==> src/rtl/traffic_sensor_conditioner.sv <==
// Two-lane vehicle-detector conditioner: synchronizer, debounce, presence hold,
// stuck-sensor detection and saturating vehicle counts driving TA/TB.
module traffic_sensor_conditioner #(
    parameter int unsigned DEBOUNCE_CYCLES = 4,
    parameter int unsigned HOLD_CYCLES     = 8,
    parameter int unsigned STUCK_CYCLES    = 1000,
    parameter int unsigned CNT_W           = 8
) (
    input  logic             clk,
    input  logic             rst,
    input  logic             raw_a,
    input  logic             raw_b,
    input  logic             cnt_clr,
    input  logic             flt_clr,
    output logic             TA,
    output logic             TB,
    output logic             fault_a,
    output logic             fault_b,
    output logic [CNT_W-1:0] cnt_a,
    output logic [CNT_W-1:0] cnt_b
);
    localparam int unsigned DW    = $clog2(DEBOUNCE_CYCLES + 1);
    localparam int unsigned HW    = $clog2(HOLD_CYCLES + 2);
    localparam int unsigned SW    = $clog2(STUCK_CYCLES + 1);
    localparam int unsigned HLOAD = (HOLD_CYCLES > 0) ? HOLD_CYCLES - 1 : 0;

    localparam logic [1:0] IDLE    = 2'd0;
    localparam logic [1:0] PRESENT = 2'd1;
    localparam logic [1:0] HOLD    = 2'd2;
    localparam logic [1:0] FAULT   = 2'd3;

    logic [1:0] raw_in;
    assign raw_in = {raw_b, raw_a};

    for (genvar i = 0; i < 2; i++) begin : g_lane
        logic             sync1;
        logic             s;
        logic             f;
        logic [DW-1:0]    dcnt;
        logic             flip;
        logic             rise;
        logic             fall;
        logic [1:0]       state;
        logic [1:0]       state_nxt;
        logic [HW-1:0]    htmr;
        logic [HW-1:0]    htmr_nxt;
        logic [SW-1:0]    stmr;
        logic [SW-1:0]    stmr_nxt;
        logic             enter;
        logic             present_q;
        logic             fault_q;
        logic [CNT_W-1:0] cnt_q;

        always_ff @(posedge clk) begin
            if (!rst) begin
                sync1 <= 1'b0;
                s     <= 1'b0;
            end else begin
                sync1 <= raw_in[i];
                s     <= sync1;
            end
        end

        // The flip is exposed as rise/fall events so the FSM reacts on the
        // same edge that f changes, keeping TA aligned with f.
        assign flip = (s != f) && (dcnt == DW'(DEBOUNCE_CYCLES - 1));
        assign rise = flip & s;
        assign fall = flip & ~s;

        always_ff @(posedge clk) begin
            if (!rst) begin
                f    <= 1'b0;
                dcnt <= '0;
            end else if (s == f) begin
                dcnt <= '0;
            end else if (flip) begin
                f    <= s;
                dcnt <= '0;
            end else begin
                dcnt <= dcnt + 1'b1;
            end
        end

        always_comb begin
            state_nxt = state;
            htmr_nxt  = htmr;
            stmr_nxt  = stmr;
            enter     = 1'b0;
            case (state)
                IDLE: begin
                    if (rise) begin
                        state_nxt = PRESENT;
                        enter     = 1'b1;
                    end
                end
                PRESENT: begin
                    if (fall) begin
                        if (HOLD_CYCLES == 0) begin
                            state_nxt = IDLE;
                        end else begin
                            state_nxt = HOLD;
                            htmr_nxt  = HW'(HLOAD);
                        end
                    end else if (f && (stmr == SW'(STUCK_CYCLES - 1))) begin
                        state_nxt = FAULT;
                    end else begin
                        stmr_nxt = stmr + 1'b1;
                    end
                end
                HOLD: begin
                    if (rise) begin
                        state_nxt = PRESENT;
                        enter     = 1'b1;
                    end else if (htmr == '0) begin
                        state_nxt = IDLE;
                    end else begin
                        htmr_nxt = htmr - 1'b1;
                    end
                end
                FAULT: begin
                    if (flt_clr && !f) begin
                        state_nxt = IDLE;
                    end
                end
                default: state_nxt = IDLE;
            endcase
            if (enter) begin
                stmr_nxt = '0;
            end
        end

        always_ff @(posedge clk) begin
            if (!rst) begin
                state     <= IDLE;
                htmr      <= '0;
                stmr      <= '0;
                present_q <= 1'b0;
                fault_q   <= 1'b0;
                cnt_q     <= '0;
            end else begin
                state     <= state_nxt;
                htmr      <= htmr_nxt;
                stmr      <= stmr_nxt;
                present_q <= (state_nxt == PRESENT) || (state_nxt == HOLD);
                fault_q   <= (state_nxt == FAULT);
                if (cnt_clr) begin
                    cnt_q <= '0;
                end else if (enter && (cnt_q != '1)) begin
                    cnt_q <= cnt_q + 1'b1;
                end
            end
        end
    end

    assign TA      = g_lane[0].present_q;
    assign TB      = g_lane[1].present_q;
    assign fault_a = g_lane[0].fault_q;
    assign fault_b = g_lane[1].fault_q;
    assign cnt_a   = g_lane[0].cnt_q;
    assign cnt_b   = g_lane[1].cnt_q;

endmodule
==> config.mk <==
export PLATFORM = sky130hd
export DESIGN_NAME = traffic_sensor_conditioner
export DESIGN_NICKNAME = d
export VERILOG_FILES = /design/src/rtl/traffic_sensor_conditioner.sv
export SDC_FILE = /design/constraint.sdc
export NUM_CORES = 1
export LEC_CHECK = 0
export CAP_MARGIN = 20
export CELL_PAD_IN_SITES_DETAIL_PLACEMENT = 1
export CELL_PAD_IN_SITES_GLOBAL_PLACEMENT = 1
export CORE_AREA = 5 5 90 92
export DETAILED_ROUTE_END_ITERATION = 10
export DIE_AREA = 0 0 95 97
export GPL_TIMING_DRIVEN = 0
export HOLD_SLACK_MARGIN = 0.15
export PLACE_DENSITY = 0.83
export SETUP_SLACK_MARGIN = 0.3
export SLEW_MARGIN = 10
export SYNTH_ARGS = -nofsm -noshare
export SYNTH_HDL_FRONTEND = slang
export SYNTH_SLANG_ARGS = --single-unit
==> constraint.sdc <==
create_clock -name clk -period 2.2 [get_ports clk]
set_input_delay 0.55 -clock clk [delete_from_list [all_inputs] [get_ports clk]]
set_output_delay 0.55 -clock clk [all_outputs]
set_load 0.03 [all_outputs]
==> metrics.md, run 1 <==
| Metric | Value |
|---|---|
| Gpl congestion | `a little over 0.8` |
| Yosys reg bits | `64` |
| CP max stage cell | `or3b_4` |
| CTS Hold Bufs | `0` |
| CP top delay family | `simple AND/OR/NAND/NOR gates` |
| Die X | `roughly 95 microns` |
| Final period util | `a little under nine tenths` |
| Max Fanout on Critical Path | `3` |
| Area delta synth->final | `25.7%` |
| Gate power share | `under 10%` |
| Clock slew at reported path FFs | `approximately 70 ps` |
| H-tree depth | `3` |
| Largest net degree at the start of global routing | `12` |
| Die ar. | `roughly 0.0092 sq mm` |
| Total gr overflow | `0` |
| Synth top area share | `41.3%` |
| Power Total | `~2.3 mW` |
| Post-synth EDFFs | `0` |
| Drt total wl | `8070 microns` |
| Gr usage total | `17.5%` |
| Vias post-DR | `about 2.8k` |
| Internal power | `roughly 1.8 mW` |
| Die Y | `97 microns` |
| Yosys Warn Count | `0` |
| Fin crit period | `1880 ps` |
| Hold WC Path Type | `flip-flop to flip-flop` |
| WP buf/inv | `1` |
| Clock latency on the worst-skew pair | `approximately 340 ps` |
| Root buf cell | `clkbuf_8` |
| Clk network pwr share | `approximately half` |
| CTS Buf Count | `9` |
| Critical-path cell list | `inv_1 > ha_2 > or3b_4 > o211ai_1 > a2bb2oi_2 > ha_1 > and2_1` |
| Synth cell types | `52` |
| Max_cap viols | `0` |
| Ys async rst share | `0%` |
| First-pass GRT wire length | `13100 microns` |
| Fin. Hold Viols | `0` |
| Most frequent cells in the layout | `dfxtp_1 (62), nor2_1 (25), a21oi_1 (21), o21ai_0 (16), dlygate4sd2_1 (16)` |
| CTS sink count | `between 60 and 70` |
| CP endpoint kind | `flip-flop` |
| Initial antenna violation count | `0` |
| CP Launch Type | `flip-flop` |
| PD cells | `602 mW/mm^2` |
| Filler cells | `between 800 and 900` |
| Setup TNS | `0 ps` |
| First-pass iteration count of the detailed router | `4` |
| Crit path kind | `flip-flop to flip-flop` |
| Critical path required time | `2430 ps` |
| Crit path arrival time | `between 2000 and 2500 ps` |
| Post-Syn Area | `0.00310 sq mm` |
| Syn nets | `~370` |
| Mean Syn Cell Area | `~8.9 sq um` |
| Clock skew | `approximately 11 ps` |
| Io pins | `26` |
| Mean routed wirelength per cell | `16.1 microns` |
| Row cnt | `31` |
| # diodes | `0` |
| Via density | `5.60` |
| CP peak stage delay | `390 ps` |
| Final setup fails | `0` |
| Reg-to-reg slack, setup | `between 300 and 400 ps` |
| Largest area contributor in the netlist | `dfxtp_1` |
| Max Buffers Root-to-Sink | `2` |
| Share of layout cells above drive strength 1 | `between 10% and 20%` |
| Multi-input gate area | `between 0.0015 and 0.002 sq mm` |
| Pleak | `~1.5 nW` |
| Reg area | `~0.0013 sq mm` |
| Sequential share of the synthesized area | `approximately two fifths` |
| I/O Buffers | `24` |
| Worst VDD drop | `roughly 0.00035 V` |
| Post-synth top flop | `dfxtp_1` |
| Synth area leaders | `dfxtp_1 (41%), ha_1 (4.8%), a21oi_1 (3.4%)` |
| Vias in the first global route | `about 2.8k` |
| Relative slew slack | `about two thirds` |
| Nets@finish | `416` |
| CTS tree | `built` |
| Cell count after synthesis | `350` |
| Core ar. | `approximately 0.0071 sq mm` |
| Drt initial violations | `64` |
| Residual DRC | `0` |
| Final Max Slew Viols | `0` |
| Switching power | `about 0.5 mW` |
| Status | `complete, no violations` |
| Hpwl dp | `5320 microns` |
| Commonest non-fill, non-tap cell in the layout | `dfxtp_1` |
| FMAX | `between 500 and 600 MHz` |
| RSZ-0062 raised after global routing | `true` |
| Flop pwr share | `roughly 50%` |
| Starting Density | `43.5%` |
| Worst-margin pin slew | `roughly 490 ps` |
| Net Sw Frac | `21.4%` |
| Antenna viol nets, final | `0` |
==> worst paths after layout <==
path                startpoint           to  cells past startpoint
max reg2reg  g_lane[0].htmr[1]           TA                      7
min            g_lane[0].sync1  g_lane[0].s                      1
max          g_lane[0].htmr[1]           TA                      7
min reg2reg    g_lane[0].sync1  g_lane[0].s                      1
==> registers in the layout, summed over array words and instances (netlist names), 2 cells and up <==
name,flops
cnt_a,8
g_lane.f,2
g_lane.s,2
g_lane.state,4
cnt_b,8
g_lane.sync1,2
g_lane.dcnt,6
g_lane.stmr,20
g_lane.htmr,8
==> cell usage after synthesis (4+ instances only) <==
master    count
a21oi_1      21
and2_1       14
clkbuf_1     10
dfxtp_1      64
ha_1         12
inv_1        15
mux2i_1       4
nand2_1      17
nand2b_1     10
nand3_1      14
nand4_1      12
nor2_1       25
nor2b_1       7
nor3_1        4
o211ai_1     10
o21ai_0      16
o31ai_1      10
or3_1        12
or4_1         9
xnor2_1       6
xor2_1        8
==> final cells by class <==
class | instances | area share, %
Multi-Input combinational cell | 257 | 46.7
Sequential cell | 64 | 32.9
Timing Repair Buffer | 37 | 8.27
Clock buffer | 11 | 3.62
Tap cell | 99 | 3.18
Clock inverter | 5 | 2.05
Buffer | 14 | 1.83
Inverter | 15 | 1.44
==> power groups by stage <==
| stage | Clock [mW] | Sequential, mW | Combinational, mW |
|---|---|---|---|
| after CTS | 1.16 | 1.16 | 0.0460 |
| after floorplan | 0 | 1.19 | 0.0259 |
| after global routing | 1.21 | 1.17 | 0.0520 |
| after global placement | 0 | 1.19 | 0.0439 |
| after detailed placement | 0 | 1.19 | 0.0451 |
| final | 1.14 | 1.17 | 0.0476 |
==> worst register-to-register path, cell delays in order, from the launching register on <==
cell and delay, ps:
dfxtp_1 320, inv_1 90, ha_2 200, or3b_4 390, o211ai_1 160, a2bb2oi_2 120, ha_1 320, and2_1 160
==> timing repair <==
item / 4_1_cts / 5_1_grt
setup endpoints to repair: 36 / 31
gates resized for setup: 27 / 29
buffers inserted: 2 / 11
pin swaps: 2 / 4
==> routing by layer <==
layer	GRT usage, %	wire (microns)
met4	7.99	213
met1	22.1	3630
met2	28.0	3940
met3	4.19	284
met5	0	0
==> through the flow <==
stage               utilization, %  hold slack, ps  instance area [sq um]  worst slack [ps]  instances
floorplan                        -             399                   3110               305        350
global placement              48.6             407                   3470              89.8        473
detailed placement            48.6             424                   3470              35.9        473
CTS                           52.3             411                   3730               197        491
global route                  54.7             467                   3900               234        502
finish                        54.7             443                   3900               317        502
==> cell families (layout without fill, tap and decap cells) <==
group,Yosys count,count (layout),synth area share [%]
compound gates,77,77,16.1
xor+xnor,14,14,3.95
fa+ha+maj,12,12,4.84
buf+inv,29,82,3.87
flops,64,64,41.3
mux,4,4,1.29
simple gates,150,150,28.6
Note: power is estimated with default switching activity, not from simulation.
==> run 2, diff against run 1 <==
Settings changed: CORE_AREA 5 5 90 92 to 5 5 87 89, DIE_AREA 0 0 95 97 to 0 0 92 94, DONT_BUFFER_PORTS set to 1, PLACE_DENSITY 0.83 to 0.82.
==> run 2 against run 1 <==
Register-to-register slack barely moved. Die area down 6.2%. Global-route usage rose by 0.89 points. Power fell by 3.6%.
==> metrics.md, run 2 (synthesized netlist as in run 1, its figures left out) <==
| Metric | Value |
|---|---|
| Final Max Slew Viols | `0` |
| Core ar. | `0.00668 sq mm` |
| Clock slew at reported path FFs | `about 80 ps` |
| Relative slew slack | `about 66%` |
| RSZ-0062 raised after global routing | `true` |
| Most common cell on crit path | `ha_4` |
| H-tree depth | `3` |
| Largest reg by FF count | `g_lane.stmr` |
| Total gr overflow | `0` |
| Status | `complete, no violations` |
| R2r worst-path depth | `6` |
| CTS tree | `built` |
| Met3 wire len | `approximately 420 microns` |
| Critical path required time | `between 2000 and 2500 ps` |
| Via density | `6.06` |
| Max_cap viols | `0` |
| Hold WC Path Type | `input pin to flip-flop` |
| Initial antenna violation count | `0` |
| WP buf/inv | `0` |
| Hpwl dp | `slightly above 5000 microns` |
| FMAX | `~530 MHz` |
| Crit path arrival time | `~2200 ps` |
| First-pass GRT wire length | `~13000 microns` |
| Vias in the first global route | `2724` |
| Io pins | `26` |
| I/O Buffers | `0` |
| Antenna viol nets, final | `0` |
| Row cnt | `30` |
| Crit path kind | `flip-flop to flip-flop` |
| M1 WL | `between 3000 and 4000 microns` |
| CTS Hold Bufs | `0` |
| Die ar. | `between 0.008 and 0.009 sq mm` |
| Max reg flops | `20` |
| PD cells | `slightly above 600 mW/mm^2` |
| Drt initial violations | `106` |
| Power Total | `~2.3 mW` |
| Drt total wl | `7950 microns` |
| CP top delay family | `simple AND/OR/NAND/NOR gates` |
| Die Y | `94 microns` |
| Most frequent cells in the layout | `dfxtp_1 (58), nor2_1 (25), a21oi_1 (20), nand2_1 (16), o21ai_0 (15)` |
| CP max stage cell | `or4b_4` |
| Starting Density | `46.4%` |
| CTS sink count | `64` |
| Clock skew | `15.2 ps` |
| Pleak | `~1.3 nW` |
| CTS Buf Count | `9` |
| Fin. Hold Viols | `0` |
| Fin crit period | `approximately 1900 ps` |
| Critical-path cell list | `ha_4 > ha_4 > and3b_4 > or4b_4 > or3_4 > a21oi_2` |
| Worst VDD drop | `0.000366 V` |
| Worst-margin pin slew | `about 500 ps` |
| Gr usage total | `between 10% and 20%` |
| Area delta synth->final | `17.3%` |
| Largest net degree at the start of global routing | `13` |
| Clock latency on the worst-skew pair | `350 ps` |
| Setup TNS | `0 ps` |
| Commonest non-fill, non-tap cell in the layout | `dfxtp_1` |
| Max Buffers Root-to-Sink | `2` |
| Worst path depth | `6` |
| # diodes | `0` |
| Residual DRC | `0` |
| Die X | `about 92 microns` |
| WHS Path Cells | `1` |
| First-pass iteration count of the detailed router | `4` |
| Root buf cell | `clkbuf_8` |
| DR top layer | `met4` |
| Vias post-DR | `~2.8k` |
| Mean routed wirelength per cell | `between 15 and 20 microns` |
| Reg-to-reg slack, setup | `roughly 330 ps` |
| CP endpoint kind | `flip-flop` |
| Nets@finish | `388` |
| CP peak stage delay | `490 ps` |
| CP Launch Type | `flip-flop` |
| Final setup fails | `0` |
| Max Fanout on Critical Path | `6` |
| Gpl congestion | `between 0.7 and 0.8` |
| Final period util | `a little under nine tenths` |
| Share of layout cells above drive strength 1 | `a little under a fifth` |
| Metal2 WL | `3890 microns` |
run 2: cell count changes in the layout (fill, tap and decap cells not counted), moves of 4 or more:
cell / change
dlygate4sd2_1: -16
clkdlybuf4s50_1: -6
buf_4: -4
dfxtp_1: -4
dfxtp_2: +4
run 2: layout make-up:
class	count	area, sq um
fillers	788	3040
multi-input cells	257	1850
flip-flops and latches	64	1290
clock buffers	10	138
well taps	80	100
plain buffers	14	72.6
clock inverters	6	68.8
repair buffers	9	67.6
inverters	15	56.3
run 2: power by group:
part / switching (mW) / internal (mW) / leakage, nW
Sequential: 0.00278 / 1.16 / 0.519
Combinational: 0.0274 / 0.0110 / 0.657
Clock: 0.507 / 0.555 / 0.0907
run 2: repair_timing:
action / CTS / global route
pin swaps: 5 / 10
endpoints found under the setup margin: 21 / 22
buffers inserted: 3 / 6
gates resized for setup: 14 / 35
run 2: stage by stage:
stage / cells / cell area, sq um / worst slack [ps] / hold WS [ps] / utilization [%]
CTS: 449 / 3500 / 295 / 321 / 52.4
floorplan: 350 / 3110 / 305 / 399 / -
global placement: 430 / 3210 / 98.6 / 407 / 48.0
global route: 455 / 3640 / 253 / 320 / 54.5
detailed placement: 430 / 3210 / 50.2 / 417 / 48.0
finish: 455 / 3640 / 326 / 330 / 54.5
run 2: worst paths after layout:
kind | from | to
worst max-delay path | g_lane[0].dcnt[0] | g_lane[0].stmr[9]
worst min-delay path | raw_b | g_lane[1].sync1
worst max register to register | g_lane[0].dcnt[0] | g_lane[0].stmr[9]
worst min register to register | g_lane[0].sync1 | g_lane[0].s
run 2: layer usage:
metal	global-route usage, %	up-vias
met5	0	-
met4	8.66	0
met3	4.57	10
met2	31.5	61
met1	21.7	1356
li1	-	1331
==> run 3, diff against run 2 <==
Settings changed: CORE_AREA 5 5 87 89 to 5 5 90 92, DIE_AREA 0 0 92 94 to 0 0 95 97, DONT_BUFFER_PORTS 1 to unset, PLACE_DENSITY 0.82 to 0.83, SETUP_SLACK_MARGIN 0.3 to unset.
==> run 3 against run 2 <==
Count of clock-buffer cells in the layout is 4 higher. Design area grew 2.0%. Clock skew shrank 8.4 ps. Worst setup slack got worse by 200 ps. Maximum frequency fell by 9.6%. Global-route usage decreased by 1.1 points. Sequential share of layout area decreased by 0.88 points. Power rose by 1.7%. Critical path type unchanged. First-iteration DRC count shrank 2.8%. Largest cell class unchanged. Non-clock buffer count up 17.
==> metrics.md, run 3 (synthesized netlist as in run 1, its figures left out) <==
| Metric | Value |
|---|---|
| Die ar. | `0.00922 sq mm` |
| Nets@finish | `~400` |
| First-pass iteration count of the detailed router | `4` |
| Starting Density | `43.5%` |
| Vias post-DR | `2790` |
| Residual DRC | `0` |
| Vias in the first global route | `approximately 2.8k` |
| Switching power | `roughly 0.48 mW` |
| Critical R2R Capture | `g_lane[0].stmr[9]` |
| Antenna viol nets, final | `0` |
| Gr usage total | `17.4%` |
| Commonest non-fill, non-tap cell in the layout | `dfxtp_1` |
| Crit path arrival time | `roughly 2300 ps` |
| Core ar. | `0.00714 sq mm` |
| Internal power | `around 1.8 mW` |
| Drt total wl | `between 7000 and 8000 microns` |
| Clock slew at reported path FFs | `roughly 70 ps` |
| Critical path required time | `roughly 2500 ps` |
| CP peak stage delay | `550 ps` |
| Die X | `between 90 and 100 microns` |
| CP Launch Type | `flip-flop` |
| Final setup fails | `0` |
| Hold WS | `roughly 420 ps` |
| Drt initial violations | `~100` |
| Largest reg by FF count | `g_lane.stmr` |
| Die Y | `approximately 97 microns` |
| R2r worst-path depth | `6` |
| Final Max Slew Viols | `0` |
| Flop pwr share | `between 50% and 60%` |
| Setup TNS | `0 ps` |
| Pleak | `1.30 nW` |
| CP Launch Point | `g_lane[0].dcnt[0]` |
| Fin crit period | `slightly above 2000 ps` |
| Most frequent cells in the layout | `dfxtp_1 (64), nor2_1 (25), clkdlybuf4s50_1 (24), a21oi_1 (21), nand2_1 (17)` |
| H-tree depth | `3` |
| Root buf cell | `clkbuf_8` |
| Via density | `between 5 and 6` |
| Crit path kind | `flip-flop to flip-flop` |
| FMAX | `483 MHz` |
| CTS Hold Bufs | `0` |
| Largest net degree at the start of global routing | `11` |
| Gate power share | `1.9%` |
| Area delta synth->final | `19.6%` |
| Setup crit end | `g_lane[0].stmr[9]` |
| Share of layout cells above drive strength 1 | `under 10%` |
| Max_cap viols | `0` |
| Hold WC Path Type | `flip-flop to flip-flop` |
| Clock skew | `slightly below 7 ps` |
| Max Fanout on Critical Path | `7` |
| Reg area | `0.00128 sq mm` |
| Io pins | `26` |
| Gpl congestion | `around 0.82` |
| RSZ-0062 raised after global routing | `false` |
| CP top delay family | `simple AND/OR/NAND/NOR gates` |
| Multi-input gate area | `~0.0017 sq mm` |
| WHS Path Cells | `1` |
| Clock latency on the worst-skew pair | `around 340 ps` |
| Filler cells | `860` |
| Row cnt | `31` |
| Critical-path cell list | `ha_1 > ha_2 > and3b_4 > or4b_4 > or3_1 > a21oi_1` |
| Max reg flops | `20` |
| I/O Buffers | `24` |
| CP max stage cell | `or4b_4` |
| CTS tree | `built` |
| PD cells | `slightly above 600 mW/mm^2` |
| Net Sw Frac | `roughly 21%` |
| Relative slew slack | `54.8%` |
| Reg-to-reg startpoint | `g_lane[0].dcnt[0]` |
| Reg-to-reg slack, setup | `around 130 ps` |
| Total gr overflow | `0` |
| Final Util | `52.0%` |
| # diodes | `0` |
| Initial antenna violation count | `0` |
| Worst VDD drop | `between 0.0003 and 0.0004 V` |
| Max Buffers Root-to-Sink | `2` |
| Worst path depth | `6` |
| CTS Buf Count | `9` |
| Final period util | `94.2%` |
| Hpwl dp | `roughly 5300 microns` |
| Status | `complete, no violations` |
| CP endpoint kind | `flip-flop` |
| First-pass GRT wire length | `13000 microns` |
| Worst-margin pin slew | `between 600 and 700 ps` |
| Mean routed wirelength per cell | `roughly 16 microns` |
| Fin. Hold Viols | `0` |
| WP buf/inv | `0` |
| CTS sink count | `between 60 and 70` |
| Clk network pwr share | `47.5%` |
[run 3: cell count changes in the layout (fill, tap and decap cells not counted), sizes merged]
cell	before	now
clkdlybuf4s50	0	24
buf	14	6
clkbuf	19	24
clkinvlp	4	0
[run 3: worst min-delay path by stage]
stage / startpoint / end / slack (ps)
after global routing: g_lane[1].dcnt[0] / g_lane[1].dcnt[0] / 460
after CTS: g_lane[1].dcnt[0] / g_lane[1].dcnt[0] / 430
after floorplan: g_lane[1].dcnt[0] / g_lane[1].dcnt[0] / 400
final: g_lane[1].dcnt[0] / g_lane[1].dcnt[0] / 420
after detailed placement: g_lane[0].dcnt[0] / g_lane[0].dcnt[0] / 410
after global placement: g_lane[1].dcnt[0] / g_lane[1].dcnt[0] / 410
[run 3: what timing repair did]
item | 4_1_cts | 5_1_grt
endpoints found under the setup margin | 0 | 8
resized for setup | 0 | 4
buffers inserted | 0 | 2
[run 3: metal layers]
| layer | wire length (microns) | track usage (%) |
|---|---|---|
| met1 | 3580 | 20.8 |
| met2 | 3820 | 29.6 |
| met3 | 223 | 5.51 |
| met4 | 75 | 4.66 |
| met5 | 0 | 0 |
[run 3: layout make-up]
type,instances,share of cell area [%]
multi-input cells,257,46.2
flip-flops and latches,64,34.5
repair buffers,26,6.88
clock buffers,14,4.92
well taps,99,3.34
plain buffers,14,1.72
inverters,15,1.52
clock inverters,2,0.944
[run 3: per-stage QoR]
step           total power, mW  worst slack (ps)  area, sq um  std cells
6_report                  2.30               128         3710        491
5_1_grt                   2.38              7.50         3710        491
4_1_cts                   2.33              23.7         3680        489
3_5_place_dp              1.24              62.0         3470        473
3_3_place_gp              1.24              99.2         3470        473
2_1_floorplan             1.22               265         3100        350
[run 3: power groups by stage]
| stage | clock network, mW | registers (mW) | logic, mW |
|---|---|---|---|
| floorplan | 0 | 1.19 | 0.0259 |
| global placement | 0 | 1.19 | 0.0439 |
| detailed placement | 0 | 1.19 | 0.0454 |
| CTS | 1.12 | 1.16 | 0.0457 |
| global route | 1.17 | 1.16 | 0.0498 |
| finish | 1.09 | 1.17 | 0.0449 |
